## src/rtl/isa_pkg.sv

```systemverilog
// Shared ISA definitions: opcode constants, the decoded control word and the
// combinational opcode decoder used by the decode stage.
package isa_pkg;

    localparam logic [7:0] OP_ALU_LO = 8'h80;
    localparam logic [7:0] OP_DIV    = 8'h83;
    localparam logic [7:0] OP_ALU_HI = 8'h87;
    localparam logic [7:0] OP_ILL    = 8'h88;
    localparam logic [7:0] OP_NOP_LO = 8'h89;
    localparam logic [7:0] OP_NOP_HI = 8'h8E;
    localparam logic [7:0] OP_STORE  = 8'h8F;
    localparam logic [7:0] OP_BRANCH = 8'h90;
    localparam logic [7:0] OP_LOAD   = 8'h9F;
    localparam logic [7:0] OP_IMM    = 8'hA0;
    localparam logic [7:0] OP_JUMP   = 8'hB0;

    typedef enum logic [1:0] {
        OPC_LEGAL    = 2'd0,
        OPC_UNLISTED = 2'd1,
        OPC_WIDE     = 2'd2
    } opClass_e;

    typedef struct packed {
        logic j;
        logic b;
        logic mem;
        logic store;
        logic div;
        logic im;
        logic mwe;
        logic mux;
        logic rwe;
    } ctrl_t;

    typedef struct packed {
        ctrl_t    ctrl;
        opClass_e opClass;
    } decode_t;

    // upperSet means some opcode bit above bit 7 is 1, which never matches the table.
    function automatic decode_t decodeOp(input logic [7:0] op, input logic upperSet);
        decode_t d;
        d = '0;
        if (upperSet) begin
            d.opClass = OPC_WIDE;
        end else begin
            case (op)
                8'h80, 8'h81, 8'h82, 8'h84, 8'h85, 8'h86, 8'h87: d.ctrl.rwe = 1'b1;
                OP_DIV: begin
                    d.ctrl.div = 1'b1;
                    d.ctrl.rwe = 1'b1;
                end
                8'h89, 8'h8A, 8'h8B, 8'h8C, 8'h8D, 8'h8E: d.ctrl = '0;
                OP_STORE: begin
                    d.ctrl.mem   = 1'b1;
                    d.ctrl.store = 1'b1;
                    d.ctrl.mwe   = 1'b1;
                end
                OP_LOAD: begin
                    d.ctrl.mem = 1'b1;
                    d.ctrl.mux = 1'b1;
                    d.ctrl.rwe = 1'b1;
                end
                OP_BRANCH: d.ctrl.b = 1'b1;
                OP_JUMP:   d.ctrl.j = 1'b1;
                OP_IMM: begin
                    d.ctrl.im  = 1'b1;
                    d.ctrl.rwe = 1'b1;
                end
                default: d.opClass = OPC_UNLISTED;
            endcase
        end
        return d;
    endfunction

endpackage

```

## src/rtl/decode_stage_if.sv

```systemverilog
// Handshake and control-word bundle between the fetch side, the decode stage
// and the execute side.
interface decode_stage_if #(
    parameter int OP_W = 8
);
    logic            In_Valid;
    logic [OP_W-1:0] In_Code;
    logic            In_Ready;
    logic            Flush;
    logic            Out_Valid;
    logic            Out_Ready;
    logic            J;
    logic            B;
    logic            Mem;
    logic            Store;
    logic            Div;
    logic            Im;
    logic            MWE;
    logic            Mux;
    logic            RWE;
    logic            Illegal;
    logic            Busy;

    modport master (
        output In_Valid, In_Code, Flush, Out_Ready,
        input  In_Ready, Out_Valid, J, B, Mem, Store, Div, Im, MWE, Mux, RWE, Illegal, Busy
    );

    modport slave (
        input  In_Valid, In_Code, Flush, Out_Ready,
        output In_Ready, Out_Valid, J, B, Mem, Store, Div, Im, MWE, Mux, RWE, Illegal, Busy
    );
endinterface

```

## src/rtl/decode_stage.sv

```systemverilog
// Single-register decode stage: opcode -> control word with a valid/ready
// handshake, flush, and an issue stall after every accepted divide.
module decode_stage
    import isa_pkg::*;
#(
    parameter int OP_W    = 8,
    parameter int DIV_LAT = 4
) (
    input logic          clk,
    input logic          rst,
    decode_stage_if.slave bus
);

    localparam int CNT_W = (DIV_LAT > 0) ? $clog2(DIV_LAT + 1) : 1;
    localparam logic [CNT_W-1:0] DIV_LOAD = CNT_W'(DIV_LAT);
    localparam logic [CNT_W-1:0] CNT_ONE  = CNT_W'(1);

    logic [CNT_W-1:0] r_divCnt;
    logic             r_outValid;
    logic             r_illegal;
    ctrl_t            r_ctrl;

    logic    w_upperSet;
    logic    w_inReady;
    logic    w_accept;
    decode_t w_dec;

    generate
        if (OP_W > 8) begin : g_wide
            assign w_upperSet = |bus.In_Code[OP_W-1:8];
        end else begin : g_narrow
            assign w_upperSet = 1'b0;
        end
    endgenerate

    assign w_dec     = decodeOp(bus.In_Code[7:0], w_upperSet);
    assign w_inReady = !bus.Flush && (r_divCnt == '0) && (!r_outValid || bus.Out_Ready);
    assign w_accept  = bus.In_Valid && w_inReady;

    // The stall counter only loads when idle (accept implies zero), and flush never touches it.
    always_ff @(posedge clk) begin
        if (rst) begin
            r_divCnt <= '0;
        end else if (w_accept && w_dec.ctrl.div) begin
            r_divCnt <= DIV_LOAD;
        end else if (r_divCnt != '0) begin
            r_divCnt <= r_divCnt - CNT_ONE;
        end
    end

    // Flush outranks both a new accept and a downstream consume.
    always_ff @(posedge clk) begin
        if (rst || bus.Flush) begin
            r_outValid <= 1'b0;
            r_ctrl     <= '0;
            r_illegal  <= 1'b0;
        end else if (w_accept) begin
            r_outValid <= 1'b1;
            r_ctrl     <= w_dec.ctrl;
            r_illegal  <= (w_dec.opClass != OPC_LEGAL);
        end else if (r_outValid && bus.Out_Ready) begin
            r_outValid <= 1'b0;
            r_ctrl     <= '0;
            r_illegal  <= 1'b0;
        end
    end

    assign bus.In_Ready  = w_inReady;
    assign bus.Out_Valid = r_outValid;
    assign bus.J         = r_ctrl.j;
    assign bus.B         = r_ctrl.b;
    assign bus.Mem       = r_ctrl.mem;
    assign bus.Store     = r_ctrl.store;
    assign bus.Div       = r_ctrl.div;
    assign bus.Im        = r_ctrl.im;
    assign bus.MWE       = r_ctrl.mwe;
    assign bus.Mux       = r_ctrl.mux;
    assign bus.RWE       = r_ctrl.rwe;
    assign bus.Illegal   = r_illegal;
    assign bus.Busy      = (r_divCnt != '0);

endmodule

```

## src/flat_wrapper.sv

```systemverilog
// flat-port wrapper written by rule: the top's interface ports become plain ports
module decode_stage_flat import isa_pkg::*;
#(
    parameter int OP_W    = 8,
    parameter int DIV_LAT = 4
)
  (clk, rst, bus_In_Valid, bus_In_Code, bus_Flush, bus_Out_Ready, bus_In_Ready, bus_Out_Valid, bus_J, bus_B, bus_Mem, bus_Store, bus_Div, bus_Im, bus_MWE, bus_Mux, bus_RWE, bus_Illegal, bus_Busy);
  decode_stage_if #(.OP_W(OP_W)) bus_i ();
  input logic clk;
  input logic rst;
  input wire logic [$bits(bus_i.In_Valid)-1:0] bus_In_Valid;
  input wire logic [$bits(bus_i.In_Code)-1:0] bus_In_Code;
  input wire logic [$bits(bus_i.Flush)-1:0] bus_Flush;
  input wire logic [$bits(bus_i.Out_Ready)-1:0] bus_Out_Ready;
  output wire logic [$bits(bus_i.In_Ready)-1:0] bus_In_Ready;
  output wire logic [$bits(bus_i.Out_Valid)-1:0] bus_Out_Valid;
  output wire logic [$bits(bus_i.J)-1:0] bus_J;
  output wire logic [$bits(bus_i.B)-1:0] bus_B;
  output wire logic [$bits(bus_i.Mem)-1:0] bus_Mem;
  output wire logic [$bits(bus_i.Store)-1:0] bus_Store;
  output wire logic [$bits(bus_i.Div)-1:0] bus_Div;
  output wire logic [$bits(bus_i.Im)-1:0] bus_Im;
  output wire logic [$bits(bus_i.MWE)-1:0] bus_MWE;
  output wire logic [$bits(bus_i.Mux)-1:0] bus_Mux;
  output wire logic [$bits(bus_i.RWE)-1:0] bus_RWE;
  output wire logic [$bits(bus_i.Illegal)-1:0] bus_Illegal;
  output wire logic [$bits(bus_i.Busy)-1:0] bus_Busy;
  assign bus_i.In_Valid = bus_In_Valid;
  assign bus_i.In_Code = bus_In_Code;
  assign bus_i.Flush = bus_Flush;
  assign bus_i.Out_Ready = bus_Out_Ready;
  assign bus_In_Ready = bus_i.In_Ready;
  assign bus_Out_Valid = bus_i.Out_Valid;
  assign bus_J = bus_i.J;
  assign bus_B = bus_i.B;
  assign bus_Mem = bus_i.Mem;
  assign bus_Store = bus_i.Store;
  assign bus_Div = bus_i.Div;
  assign bus_Im = bus_i.Im;
  assign bus_MWE = bus_i.MWE;
  assign bus_Mux = bus_i.Mux;
  assign bus_RWE = bus_i.RWE;
  assign bus_Illegal = bus_i.Illegal;
  assign bus_Busy = bus_i.Busy;
  decode_stage #(.OP_W(OP_W), .DIV_LAT(DIV_LAT)) u_core (.clk(clk), .rst(rst), .bus(bus_i));
endmodule
```

## config.mk

```make
export PLATFORM = sky130hd
export DESIGN_NAME = decode_stage_flat
export DESIGN_NICKNAME = d
export VERILOG_FILES = /design/src/rtl/isa_pkg.sv /design/src/rtl/decode_stage_if.sv /design/src/rtl/decode_stage.sv /design/src/flat_wrapper.sv
export SDC_FILE = /design/constraint.sdc
export NUM_CORES = 1
export LEC_CHECK = 0
export CORE_ASPECT_RATIO = 1.1
export CORE_MARGIN = 3
export CORE_UTILIZATION = 47
export CTS_CLUSTER_SIZE = 30
export DETAILED_ROUTE_END_ITERATION = 16
export PLACE_DENSITY = 0.87
export SETUP_SLACK_MARGIN = 0.05
export SYNTH_ARGS = -nofsm -noshare
export SYNTH_HDL_FRONTEND = slang
export SYNTH_SLANG_ARGS = --single-unit
export TNS_END_PERCENT = 20
```

## constraint.sdc

```tcl
create_clock -name clk -period 6 [get_ports clk]
set_input_delay 0.6 -clock clk [delete_from_list [all_inputs] [get_ports clk]]
set_output_delay 0.6 -clock clk [all_outputs]
set_load 0.05 [all_outputs]
```

* After elaboration in Yosys (flattened, before gate mapping)
Index checks and enable logic that the tools add are counted.
Storage, ports and cells: logic and storage cells 67, flip-flop bits (word level) 14, output and inout port bits 13
Cells by class: eq/ne operators 19, reductions and logical operators 18, mux-type cells 16, add/sub/neg operators 1
Operators with widths (count):
- $eq A8 B8 Y1 const B | 19
- $reduce_or A19 Y1 | 1
- $mux W9 | 2
- $mux W1 | 12
- $reduce_or A10 Y1 | 1
- $mux W3 | 2
- $reduce_bool A2 Y1 | 3
- $logic_and A1 B1 Y1 | 5
- $reduce_or A2 Y1 | 2
- $logic_not A3 Y1 | 1
- $reduce_bool A3 Y1 | 1
- $sub A3 B1 Y3 const B | 1
- $logic_not A1 Y1 | 2
- $logic_or A1 B1 Y1 | 2

* Logic depth before layout (Yosys ltp)
depth in word-level cells 6, mapped depth 9

* Least setup slack after synthesis
OpenSTA, ideal clock, no wires.
path type reg2out, start point register u_core.r_divCnt[0], end point output port bus_In_Ready, path buffers 1, path slack 3.256 ns, arrival 2.144 ns, stages on the path, launching flop included 7, required time 5.400 ns, cells stage by stage dfxtp_1 -> inv_1 -> ha_1 -> ha_1 -> buf_6 -> inv_1 -> nor3_1
Between the ends: cells in the longest elaborated chain, start to end 3
Ends and longest elaborated chain:
- from (decl) | line decode_stage.sv:18 | logic [CNT_W-1:0] r_divCnt;
- from (signal assigned) | line decode_stage.sv:47 | r_divCnt <= r_divCnt - CNT_ONE;
- $logic_not A3 Y1 | line decode_stage.sv:37 | assign w_inReady = !bus.Flush && (r_divCnt == '0) && (!r_outValid || bus.Out_Ready);
- $logic_and A1 B1 Y1 (2 in series) | line decode_stage.sv:37
- to (decl) | line flat_wrapper.sv:15 | output wire logic [$bits(bus_i.In_Ready)-1:0] bus_In_Ready;
No other way between the ends.

* Worst setup path after layout
Ends and elaborated chain as after synthesis.

==> flow_summary.ini <==
[status]
outcome = finished, final reports clean

[synthesis]
syn_area_um2 = 748.2
ys_warn_count = 0
syn_nets = 110
synthArstFlopShare = 0
yosysSeqAreaShare = 0.3478
synth_cell_types = 32
postSynthAreaPerCell_um2 = 7.960
synth_cells = 94
synthFlopType = dfxtp_1
synth-edff-count = 0
ys_seq_elements = 13

[place]
io_buffers = 25
pre_cts_slack_ns = 3.256
dp.final_hpwl_um = 1276
dp_cells = 130
gp_congestion = 0.8214

[clocking]
clock_path_buffers = 2
cts_root_buffer = clkbuf_4
clkTransAtPathRegs_ns = 0.08
cts_tree = yes
cts_hold_buffers = 0
clk-insertion-delay-late_ns = 0.26
cts_resized = 0
cts_htree_levels = 1
cts_buffers = 3
post_cts_buffers = 0
clock_sinks = 13

[layout]
num_antenna_cells = 0
syn2layout_area_growth_pct = 35.45
fin_cells = 134
fill_cells = 131
layout-drive-gt1-share = 0.1017
post-route-util = 0.7056
regArea_um2 = 260.3
multiInputGateArea_um2 = 430.4
nNetsFinal = 135

[pwr]
power_mw = 0.2728
irDropWorstVdd_v = 0.0001957
p_int_mw = 0.1652
seq_power_share = 0.356
power_leakage_nw = 0.3669
combPwrFrac = 0.452
power_density_nw_per_um2 = 269.2
swShare = 0.3943
power_switching_mw = 0.1076
clkPwrFrac = 0.192

[timing]
finClkSkew_ns = 0.002804
period_share = 0.4716
maxSlewHeadroom = 0.6680
hold_viol_final = 0
slew_violations = 0
final.min_clock_period_ns = 2.830
clock.fmax_mhz = 353.4
fin_ws_ns = 3.170
tightestPinTransition_ns = 0.4965
rsz0062_at_grt = false
setup_viol = 0
finalSetupTns_ns = 0

[floorplan]
die_area_um2 = 2107
fp.dieH_um = 47.85
start_util = 0.5209
dieWidth_um = 44.04
rows = 14
ios = 26
core_um2 = 1436

[route]
drt_iter0_drc = 35
route.vias.total = 735
wl_per_cell_um = 11.99
totalWireLength_um = 1606
route.met2.wl_um = 848
topRoutingLayerUsed = met3
wl_met3_um = 102
drc = 0
vias_per_cell = 5.485
met1_length_um = 655
first_pass_iters = 4
final_antenna_net_count = 0

[worst_setup_path]
crit_path_max_fanout = 6
crit_type = register to primary output
crit_required_ns = 5.40
crit_arrival_ns = 2.23
cp-end-kind = primary output
critPathLaunchType = register

[global_route]
grt_max_degree = 12
grt_pass1_wl_um = 2497
grt-ovfl-total = 0
track_usage = 0.1588
grt_pass1_vias = 619
antenna_found_initial = 0

[flow_run]
maxCapViolCount = 0

[hold_path]
hold_path_class = register to register
## cell usage in the layout, fill, tap and decap left out, types with 3 or more instances in the layout
master           count
inv_1                7
clkdlybuf4s50_1     25
nor2_1               6
ha_1                 3
nand2_1             11
or3_2                3
nand3_1              3
a21oi_1             10
o21ai_0              3
dfxtp_1             13
clkbuf_4             3
nor3_1               6
## metrics by stage
step	cell area [um^2]	hold WS, ns
after floorplan	748.2	0.4905
after global placement	987.2	0.4408
after detailed placement	987.2	0.4439
after CTS	1013	0.4565
after global routing	1013	0.4829
final	1013	0.4527
## worst paths after layout
kind,from,depth (start not counted),to,slack [ns]
max,u_core.r_divCnt[0],6,bus_In_Ready,3.17
min,u_core.bus.Im,2,u_core.bus.Im,0.45
max reg2reg,u_core.r_divCnt[0],7,u_core.bus.Div,3.85
min reg2reg,u_core.bus.Im,2,u_core.bus.Im,0.45
## synthesized netlist by cell type, types with 2 or more instances
| library cell | instances | area [um^2] |
|---|---|---|
| and3b_1 | 2 | 17.52 |
| nand3_1 | 3 | 15.01 |
| ha_1 | 3 | 37.54 |
| or3_2 | 3 | 22.52 |
| clkbuf_1 | 2 | 7.510 |
| nand4_1 | 2 | 12.51 |
| or2_2 | 2 | 12.51 |
| o31ai_1 | 2 | 15.01 |
| nor4_1 | 2 | 12.51 |
| a21oi_1 | 10 | 50.05 |
| or4_1 | 2 | 15.01 |
| nand2_1 | 11 | 41.29 |
| nor3_1 | 6 | 30.03 |
| o21ai_0 | 3 | 15.01 |
| inv_1 | 7 | 26.28 |
| dfxtp_1 | 13 | 260.3 |
| nor2_1 | 6 | 22.52 |
## state kept, by name, indices dropped and copies added (netlist names)
signal and flops:
u_core.r_divCnt 3, u_core.bus.B 1, u_core.bus.Div 1, u_core.bus.Illegal 1, u_core.bus.Im 1, u_core.bus.J 1
u_core.bus.MWE 1, u_core.bus.Mem 1, u_core.bus.Mux 1, u_core.bus.Out_Valid 1, u_core.bus.RWE 1
## cells by family after synthesis
group,synth area share
flip-flops,0.3478
AO/OA/AOI/OAI,0.1421
multiplexers,0.01338
AND/OR/NAND/NOR,0.3579
XOR/XNOR,0.01171
adder cells (fa/ha/maj),0.05017
buffers and inverters,0.07693
## cell type report
| cell class | instances | area share |
|---|---|---|
| inverter | 7 | 0.02593 |
| tap | 16 | 0.01975 |
| multi-input combinational | 69 | 0.4247 |
| timing repair buffer | 25 | 0.2469 |
| clock buffer | 4 | 0.02593 |
| sequential | 13 | 0.2568 |
## metal layers
metal  GRT usage  vias up
li1            -      380
met1      0.1978      329
met2      0.2762       26
met3     0.03383        0
met4     0.04819        0
met5           0        -
## worst max-delay path, stage by stage, from the launching register on
cell and delay [ns]:
dfxtp_1 0.32, inv_1 0.05, ha_1 0.16, ha_1 0.34, inv_1 0.09, nor3_1 0.18, clkdlybuf4s50_1 0.82
## power groups by stage
stage / sequential [mW] / combinational (mW) / clock [mW]
after floorplan: 0.103 / 0.0909 / 0
after global placement: 0.0988 / 0.120 / 0
after detailed placement: 0.0992 / 0.124 / 0
after CTS: 0.0972 / 0.124 / 0.0551
after global routing: 0.0982 / 0.137 / 0.0588
final: 0.0971 / 0.123 / 0.0523
No activity file was read; power rests on OpenSTA's default activity.
